===== src/rtl/ram_write_queue_if.sv =====
// Bus bundle for ram_write_queue: enqueue lanes, RAM write ports, occupancy
// and, when RWQ_FWD_EN is defined, the forwarding lookup ports.
// master = producer/consumer side, slave = the queue itself.
interface ram_write_queue_if #(
  parameter int WIDTH   = 16,
  parameter int DEPTH   = 64,
  parameter int N_IN    = 3,
  parameter int N_WRITE = 3,
  parameter int QDEPTH  = 8
`ifdef RWQ_FWD_EN
  ,
  parameter int N_READ  = 3
`endif
);
  localparam int ADDR_WIDTH = $clog2(DEPTH);
  localparam int CNT_WIDTH  = $clog2(QDEPTH) + 1;

  logic [N_IN-1:0]               in_valid;
  logic [N_IN*ADDR_WIDTH-1:0]    in_addr;
  logic [N_IN*WIDTH-1:0]         in_data;
  logic                          in_ready;
  logic [N_WRITE-1:0]            w_en;
  logic [N_WRITE*ADDR_WIDTH-1:0] w_addr;
  logic [N_WRITE*WIDTH-1:0]      w_data;
  logic [CNT_WIDTH-1:0]          count;
`ifdef RWQ_FWD_EN
  logic [N_READ*ADDR_WIDTH-1:0]  fwd_addr;
  logic [N_READ-1:0]             fwd_hit;
  logic [N_READ*WIDTH-1:0]       fwd_data;

  modport master (
    output in_valid, in_addr, in_data, fwd_addr,
    input  in_ready, w_en, w_addr, w_data, count, fwd_hit, fwd_data
  );
  modport slave (
    input  in_valid, in_addr, in_data, fwd_addr,
    output in_ready, w_en, w_addr, w_data, count, fwd_hit, fwd_data
  );
`else
  modport master (
    output in_valid, in_addr, in_data,
    input  in_ready, w_en, w_addr, w_data, count
  );
  modport slave (
    input  in_valid, in_addr, in_data,
    output in_ready, w_en, w_addr, w_data, count
  );
`endif
endinterface


===== src/rtl/ram_write_queue.sv =====
// ram_write_queue: in-order write staging queue in front of a multi-port RAM.
// Accepts up to N_IN writes per cycle, compacted into a circular buffer, and
// drains up to N_WRITE per cycle while never issuing two writes to the same
// address in one cycle.
// Optional feature macro: RWQ_FWD_EN adds the fwd_* lookup ports that return
// the youngest pending data for an address.
module ram_write_queue #(
  parameter int WIDTH   = 16,
  parameter int DEPTH   = 64,
  parameter int N_IN    = 3,
  parameter int N_WRITE = 3,
  parameter int QDEPTH  = 8
`ifdef RWQ_FWD_EN
  ,
  parameter int N_READ  = 3
`endif
) (
  input logic              clk,
  input logic              resetn,
  ram_write_queue_if.slave bus
);
  localparam int ADDR_WIDTH = $clog2(DEPTH);
  localparam int PTR_WIDTH  = $clog2(QDEPTH);
  localparam int CNT_WIDTH  = PTR_WIDTH + 1;

  logic [ADDR_WIDTH-1:0]         q_addr [QDEPTH];
  logic [WIDTH-1:0]              q_data [QDEPTH];
  logic [PTR_WIDTH-1:0]          head;
  logic [PTR_WIDTH-1:0]          tail;
  logic [CNT_WIDTH-1:0]          count;

  logic                          in_ready;
  logic [N_IN-1:0]               lane_wr;
  logic [PTR_WIDTH-1:0]          lane_slot [N_IN];
  logic [CNT_WIDTH-1:0]          n_valid;
  logic [CNT_WIDTH-1:0]          n_enq;
  logic [CNT_WIDTH-1:0]          n_deq;
  logic                          drain_stop;
  logic [N_WRITE-1:0]            w_en;
  logic [N_WRITE*ADDR_WIDTH-1:0] w_addr;
  logic [N_WRITE*WIDTH-1:0]      w_data;
  logic [CNT_WIDTH:0]            occ_sum;

  // Room for a full set of lanes, judged on registered occupancy only
  assign in_ready = (CNT_WIDTH'(QDEPTH) - count) >= CNT_WIDTH'(N_IN);

  assign bus.in_ready = in_ready;
  assign bus.w_en     = w_en;
  assign bus.w_addr   = w_addr;
  assign bus.w_data   = w_data;
  assign bus.count    = count;

  // Compact valid lanes into consecutive slots starting at tail
  always_comb begin
    n_valid = '0;
    lane_wr = '0;
    for (int unsigned i = 0; i < N_IN; i++) begin
      lane_slot[i] = tail + PTR_WIDTH'(n_valid);
      if (bus.in_valid[i]) begin
        lane_wr[i] = in_ready;
        n_valid    = n_valid + CNT_WIDTH'(1);
      end
    end
    n_enq = in_ready ? n_valid : '0;
  end

  // Issue the oldest entries in order; stop at the first empty slot or
  // address repeat so later ports never overtake an earlier blocked entry
  always_comb begin
    w_en       = '0;
    w_addr     = '0;
    w_data     = '0;
    n_deq      = '0;
    drain_stop = 1'b0;
    for (int unsigned k = 0; k < N_WRITE; k++) begin
      if (CNT_WIDTH'(k) >= count) drain_stop = 1'b1;
      for (int unsigned j = 0; j < k; j++) begin
        if (q_addr[head + PTR_WIDTH'(j)] == q_addr[head + PTR_WIDTH'(k)])
          drain_stop = 1'b1;
      end
      if (!drain_stop) begin
        w_en[k]                             = 1'b1;
        w_addr[k*ADDR_WIDTH +: ADDR_WIDTH]  = q_addr[head + PTR_WIDTH'(k)];
        w_data[k*WIDTH +: WIDTH]            = q_data[head + PTR_WIDTH'(k)];
        n_deq                               = n_deq + CNT_WIDTH'(1);
      end
    end
  end

  // Pointer and occupancy update; reset discards everything queued
  always_ff @(posedge clk or negedge resetn) begin
    if (!resetn) begin
      head  <= '0;
      tail  <= '0;
      count <= '0;
    end else begin
      head  <= head + PTR_WIDTH'(n_deq);
      tail  <= tail + PTR_WIDTH'(n_enq);
      count <= count + n_enq - n_deq;
    end
  end

  // Slot storage; contents are meaningful only between head and tail
  always_ff @(posedge clk) begin
    for (int unsigned i = 0; i < N_IN; i++) begin
      if (lane_wr[i]) begin
        q_addr[lane_slot[i]] <= bus.in_addr[i*ADDR_WIDTH +: ADDR_WIDTH];
        q_data[lane_slot[i]] <= bus.in_data[i*WIDTH +: WIDTH];
      end
    end
  end

`ifdef RWQ_FWD_EN
  // Scan occupied entries oldest to youngest; the last match wins
  always_comb begin
    bus.fwd_hit  = '0;
    bus.fwd_data = '0;
    for (int unsigned r = 0; r < N_READ; r++) begin
      for (int unsigned e = 0; e < QDEPTH; e++) begin
        if (CNT_WIDTH'(e) < count &&
            q_addr[head + PTR_WIDTH'(e)] == bus.fwd_addr[r*ADDR_WIDTH +: ADDR_WIDTH]) begin
          bus.fwd_hit[r]                = 1'b1;
          bus.fwd_data[r*WIDTH +: WIDTH] = q_data[head + PTR_WIDTH'(e)];
        end
      end
    end
  end
`endif

  assign occ_sum = {1'b0, count} + {1'b0, n_enq};

  a_no_underflow: assert property (@(posedge clk) disable iff (!resetn)
    occ_sum >= {1'b0, n_deq});
  a_no_overflow: assert property (@(posedge clk) disable iff (!resetn)
    (occ_sum - {1'b0, n_deq}) <= (CNT_WIDTH+1)'(QDEPTH));

endmodule


===== src/flat_wrapper.sv =====
// flat-port wrapper written by rule: the top's interface ports become plain ports
module ram_write_queue_flat 
#(
  parameter int WIDTH   = 16,
  parameter int DEPTH   = 64,
  parameter int N_IN    = 3,
  parameter int N_WRITE = 3,
  parameter int QDEPTH  = 8

)
  (clk, resetn, bus_in_valid, bus_in_addr, bus_in_data, bus_in_ready, bus_w_en, bus_w_addr, bus_w_data, bus_count);
  ram_write_queue_if #(.WIDTH(WIDTH), .DEPTH(DEPTH), .N_IN(N_IN), .N_WRITE(N_WRITE), .QDEPTH(QDEPTH)) bus_i ();
  input logic clk;
  input logic resetn;
  input wire logic [$bits(bus_i.in_valid)-1:0] bus_in_valid;
  input wire logic [$bits(bus_i.in_addr)-1:0] bus_in_addr;
  input wire logic [$bits(bus_i.in_data)-1:0] bus_in_data;
  output wire logic [$bits(bus_i.in_ready)-1:0] bus_in_ready;
  output wire logic [$bits(bus_i.w_en)-1:0] bus_w_en;
  output wire logic [$bits(bus_i.w_addr)-1:0] bus_w_addr;
  output wire logic [$bits(bus_i.w_data)-1:0] bus_w_data;
  output wire logic [$bits(bus_i.count)-1:0] bus_count;
  assign bus_i.in_valid = bus_in_valid;
  assign bus_i.in_addr = bus_in_addr;
  assign bus_i.in_data = bus_in_data;
  assign bus_in_ready = bus_i.in_ready;
  assign bus_w_en = bus_i.w_en;
  assign bus_w_addr = bus_i.w_addr;
  assign bus_w_data = bus_i.w_data;
  assign bus_count = bus_i.count;
  ram_write_queue #(.WIDTH(WIDTH), .DEPTH(DEPTH), .N_IN(N_IN), .N_WRITE(N_WRITE), .QDEPTH(QDEPTH)) u_core (.clk(clk), .resetn(resetn), .bus(bus_i));
endmodule

===== config.mk =====
export PLATFORM = sky130hd
export DESIGN_NAME = ram_write_queue_flat
export DESIGN_NICKNAME = d
export VERILOG_FILES = /design/src/rtl/ram_write_queue_if.sv /design/src/rtl/ram_write_queue.sv /design/src/flat_wrapper.sv
export SDC_FILE = /design/constraint.sdc
export NUM_CORES = 1
export LEC_CHECK = 0
export BUFFER_PORTS_ARGS = -buffer_cell sky130_fd_sc_hd__buf_2
export CAP_MARGIN = 40
export CORE_UTILIZATION = 60
export DETAILED_ROUTE_END_ITERATION = 6
export MAX_ROUTING_LAYER = met4
export PLACE_DENSITY_LB_ADDON = 0.2
export SLEW_MARGIN = 10
export SYNTH_ARGS = -nofsm -noshare
export SYNTH_HDL_FRONTEND = slang
export SYNTH_SLANG_ARGS = --single-unit

===== constraint.sdc =====
create_clock -name clk -period 6.81 [get_ports clk]
set_input_delay 0.3405 -clock clk [delete_from_list [all_inputs] [get_ports clk]]
set_output_delay 0.3405 -clock clk [all_outputs]
set_load 0.01 [all_outputs]

# Word level (Yosys, flattened, before mapping)
# Memories as Yosys holds them, arrays and structs flattened.
# Cells that the tools add are included.
dict set report op_classes {
  n_mux 31
  n_eq_ne 3
  n_lt_le_gt_ge 4
  n_shift 0
  multipliers 0
  add_sub_neg 13
  reduce_logical 0
  div 0
  bitwise_logic 0
}
# cell n
set ops {}
lappend ops {{$mux W16} 3}
lappend ops {{$mux W1} 20}
lappend ops {{$mux W4} 5}
lappend ops {{$eq A6 B6 Y1} 3}
lappend ops {{$mux W6} 3}
lappend ops {{$add A3 B3 Y3} 3}
lappend ops {{$add A4 B1 Y4 const B} 2}
lappend ops {{$ge A1 B4 Y1 const A} 2}
lappend ops {{$add A1 B1 Y2 const B} 2}
lappend ops {{$add A4 B4 Y4} 1}
lappend ops {{$ge A2 B4 Y1 const A} 1}
lappend ops {{$ge A4 B2 Y1 const B} 1}
lappend ops {{$sub A4 B4 Y4} 1}
lappend ops {{$sub A4 B4 Y4 const A} 1}
lappend ops {{$add A3 B1 Y3} 1}
lappend ops {{$add A3 B1 Y3 const B} 1}
lappend ops {{$add A3 B2 Y3 const B} 1}
dict set report word_totals {
  mem_bits_ro 0
  word_cells 56
  reg_bits 10
  n_memories 2
  inputBits 71
  latchBits 0
  ramBits 176
  out_inout_bits 74
}
# name words width rd rd_clocked_by_memory_dff write_ports line_no
set mem_list {}
lappend mem_list {u_core.q_data 8 16 3 0 3 ram_write_queue.sv:27} ;# logic [WIDTH-1:0] q_data [QDEPTH];
lappend mem_list {u_core.q_addr 8 6 3 0 3 ram_write_queue.sv:26} ;# logic [ADDR_WIDTH-1:0] q_addr [QDEPTH];

# Longest topological paths before layout
dict set report depth {
  word_depth 9
  depth_mapped 21
  ltp_nobuf 18
}

# Worst setup path before layout
# OpenSTA, ideal clock, no wires.
dict set report synth_path {
  path_kind {register -> register}
  from {register u_core.head[1]}
  to {register u_core.count[3], in the netlist u_core.bus.count[3]}
  t_arrival_ns 4.405
  path_slack_ns 2.281
  path_stages_with_launch 21
  cell_sequence {dfrtp_1 > ha_1 > xnor2_2 > buf_2 > mux2i_1 > nand4_1 > xor2_1 > nor3_1 > nand4_2 > o31ai_2 > buf_6 > inv_1 > ha_1 > a21oi_1 > inv_1 > fa_1 > inv_1 > ha_1 > a21o_1 > a21oi_1 > xnor2_1}
}
dict set report synth_between {
  elab_chain_cells 9
  elab_cells_between_ends 14
}
# item line_no
set synth_rtl {}
lappend synth_rtl {{start: declaration} ram_write_queue.sv:28} ;# logic [PTR_WIDTH-1:0] head;
lappend synth_rtl {{start signal: assignment} ram_write_queue.sv:97} ;# head <= head + PTR_WIDTH'(n_deq);
lappend synth_rtl {{$add A3 B1 Y3} ram_write_queue.sv:78} ;# if (q_addr[head + PTR_WIDTH'(j)] == q_addr[head + PTR_WIDTH'(k)])
lappend synth_rtl {{$mem_v2 Z8 W6 (*)} n/a}
lappend synth_rtl {{parallel branches: the longest is 5 deep, another holds $add A4 B1 Y4} n/a}
lappend synth_rtl {{$mux W4 (*)} ram_write_queue.sv:81} ;# if (!drain_stop) begin
lappend synth_rtl {{$sub A4 B4 Y4 (*)} ram_write_queue.sv:99} ;# count <= count + n_enq - n_deq;
lappend synth_rtl {{end signal: assignment} ram_write_queue.sv:99}
lappend synth_rtl {{end: declaration} ram_write_queue.sv:30} ;# logic [CNT_WIDTH-1:0] count;
# Every way passes the cells marked *.

# Worst setup path after layout
dict set report layout_path {
  from {register u_core.head[0]}
  to {register u_core.count[3], in the netlist u_core.bus.count[3]}
}
# Same word-level chain as after synthesis.

==> results.yml <==
clock_tree:
  holdBufCountCts: 1
  clk_latency_ns: 0.45
  post-cts-setup-buffers: 0
  cts_tree: "yes"
  cts-root-buf: "clkbuf_16"
  post_cts_resized: 0
  clock_sinks: 186
  clk_pin_slew_ns: 0.08
  cts_buffers: 17
  htreeDepth: 4
  cts_buffer_depth: 2
synth:
  yosys_warnings: 0
  yosysMostFrequentCell: "mux2i_1"
  ys_ff_latch: 186
  ys_async_sr_fraction_pct: 5.38
  ys_top_cells_by_count: "mux2i_1, nand2_1, edfxtp_1, nor2_1, a21oi_1"
  synthFlopType: "edfxtp_1"
  postSynthNetCount: 1486
  synth_top_area_share_pct: 37.5
  ys_seq_area_share_pct: 39.2
  synth_top_area_cell: "edfxtp_1"
  syn-cell-area_um2: 14100
  synth.distinct_cells: 49
  avgSynthCellArea_um2: 10.1
  synth_edf_count: 176
  syn_inst: 1396
  synthTopCellsByArea: "edfxtp_1, mux2i_1, mux4_2"
critical_path:
  arrival_ns: 5.62
  crit_chain: "ha_2 > buf_16 > buf_4 > nor3b_1 > mux2i_1 > nand4_1 > xor2_1 > nor3_1 > nand4_2 > o31ai_4 > inv_1 > ha_1 > a21oi_1 > inv_1 > fa_1 > inv_1 > ha_1 > a21o_1 > a21oi_1 > xnor2_1"
  cp_slowest_cell: "ha_2"
  crit_path_start_kind: "flip-flop"
  crit_top_cell: "inv_1"
  r2r_cells: 20
  path_max_fanout: 25
  reg2reg_from: "u_core.head[0]$_DFF_PN0_"
  cpPeakStageDelay_ns: 0.64
  crit_type: "flip-flop to flip-flop"
  reg2reg_slack_ns: 1.55
  rr_endpoint: "u_core.bus.count[3]$_DFF_PN0_"
  crit_family: "adder cells"
  cp_num_buf_inv: 5
  worstPathRequired_ns: 7.17
  worst_setup_path_end_kind: "flip-flop"
placement:
  placed_area_um2: 14900
  numPortBuffers: 144
  hpwl_um: 26700
  place_congestion: 0.888
floorplan:
  start_util_pct: 61.7
  die_w_um: 155
  fp-row-count: 55
  core_um2: 22800
  die_h_um: 155
  pin_count: 145
  dieArea_um2: 24100
global_routing:
  grt_max_degree: 65
  grt_pass1_wl_um: 64900
  grt_overflow: 0
  grt_antenna_before_repair: 5
  grt_pass1_vias: 11200
  grt_util_all_layers_pct: 37.3
timing:
  finalCritPeriodShare_pct: 77.3
  rsz0062_at_grt: "no"
  fin_crit_ns: 5.26
  finalHoldViolations: 0
  max_freq_mhz: 190
  fin_skew_ns: 0.0109
  setup-violations-final: 0
  tns_ns: 0
  slew_viol_final: 0
  tightest_slew_ns: 0.864
  max-slew-margin-rel_pct: 42.2
drt:
  ant_nets: 0
  wl_um: 42900
  drc: 0
  firstDrtPassIters: 6
  dr.first_iter.drc_count: 1463
  avgRoutedWirePerCell_um: 24.3
  drt-vias-per-instance: 6.68
  vias: 11800
finish:
  drive_above_1_share_pct: 22.0
  fillCellCount: 1759
  fin_nets: 1522
  design_area_um2: 15600
  areaGrowthSynthToFinish_pct: 10.4
  multi_input_area_um2: 7870
  final_util_pct: 68.1
  seq_area_um2: 5540
worst_hold_path:
  min_to: "u_core.q_data[7][14]$_DFFE_PP_"
  min_path_cells: 3
  hp-class: "input port to flip-flop"
  min-delay-start: "bus_in_data[46]"
outcome:
  status: "complete, no violations"
flow_run:
  max_cap_violations: 0
==> cells in the final DEF (no fill, tap or decap), drive strengths merged, types with 3 or more instances in the layout <==
cell type	count
mux2i	234
buf	182
nand2	179
edfxtp	176
nor2	148
a21oi	136
o21ai	98
mux4	73
inv	27
xnor2	24
clkbuf	17
ha	13
mux2	12
a211oi	11
xor2	11
nor3	11
dfrtp	10
nor2b	9
nor3b	8
diode	6
o22ai	6
fa	6
clkinv	6
nand3	5
nand4	5
and3	4
a211o	4
nand3b	4
o31ai	3
==> kinds of logic after synthesis <==
| group | count (synthesis) | share of synthesized area [%] |
|---|---|---|
| AO/OA/AOI/OAI | 269 | 10.3 |
| XOR/XNOR | 35 | 2.36 |
| adder cells (fa/ha/maj) | 19 | 2.00 |
| buffers and inverters | 187 | 5.55 |
| flip-flops | 186 | 39.2 |
| multiplexers | 319 | 29.2 |
| AND/OR/NAND/NOR | 381 | 11.3 |
==> worst register-to-register path: stages (launching register included) <==
cell,delay [ns]
dfrtp_4,0.61
ha_2,0.65
buf_16,0.23
buf_4,0.32
nor3b_1,0.10
mux2i_1,0.15
nand4_1,0.24
xor2_1,0.24
nor3_1,0.27
nand4_2,0.25
o31ai_4,0.12
inv_1,0.08
ha_1,0.21
a21oi_1,0.26
inv_1,0.09
fa_1,0.56
inv_1,0.06
ha_1,0.28
a21o_1,0.17
a21oi_1,0.17
xnor2_1,0.14
==> registers in the layout, indices dropped and copies added (netlist names) <==
signal	cells
u_core.q_data	128
u_core.q_addr	48
u_core.bus.count	4
u_core.head	3
u_core.tail	3
==> layout make-up <==
cell class | instances | share of cell area, %
clock buffer | 17 | 2.73
timing repair buffer | 183 | 6.96
inverter | 21 | 0.506
multi-input combinational | 1023 | 50.6
antenna | 6 | 0.0965
clock inverter | 15 | 1.02
tap | 313 | 2.52
sequential | 186 | 35.6
==> metrics by stage <==
stage / hold WS (ns) / setup WS, ns / std cells
CTS: 0.272 / 1.57 / 1757
detailed placement: 0.228 / 1.60 / 1724
global route: 0.293 / 1.20 / 1763
finish: 0.281 / 1.55 / 1764
floorplan: 0.0449 / 2.28 / 1396
global placement: 0.218 / 1.50 / 1721
==> layer usage <==
layer / global-route usage, % / share of wire [%] / wire [um] / up-vias
met5: - / 0 / 0 / -
met3: 6.69 / 12 / 5250 / 116
met4: 14.0 / 3.2 / 1380 / 0
met1: 48.8 / 38 / 16100 / 5667
li1: - / - / - / 5146
met2: 58.2 / 47 / 20100 / 851
==> worst max-delay path by stage <==
stage	endpoint	cells after the start	startpoint	slack, ns
3_3_place_gp	u_core.bus.count[3]$_DFF_PN0_	19	u_core.head[0]$_DFF_PN0_	1.50
5_1_grt	u_core.bus.count[3]$_DFF_PN0_	18	u_core.head[0]$_DFF_PN0_	1.20
2_1_floorplan	u_core.bus.count[3]$_DFF_PN0_	20	u_core.head[1]$_DFF_PN0_	2.28
6_report	u_core.bus.count[3]$_DFF_PN0_	20	u_core.head[0]$_DFF_PN0_	1.55
4_1_cts	u_core.bus.count[3]$_DFF_PN0_	20	u_core.head[0]$_DFF_PN0_	1.57
3_5_place_dp	u_core.bus.count[3]$_DFF_PN0_	20	u_core.head[0]$_DFF_PN0_	1.60
Power is not shown: default switching activity piles up to over one toggle a cycle in this logic, so the estimate is an artifact.
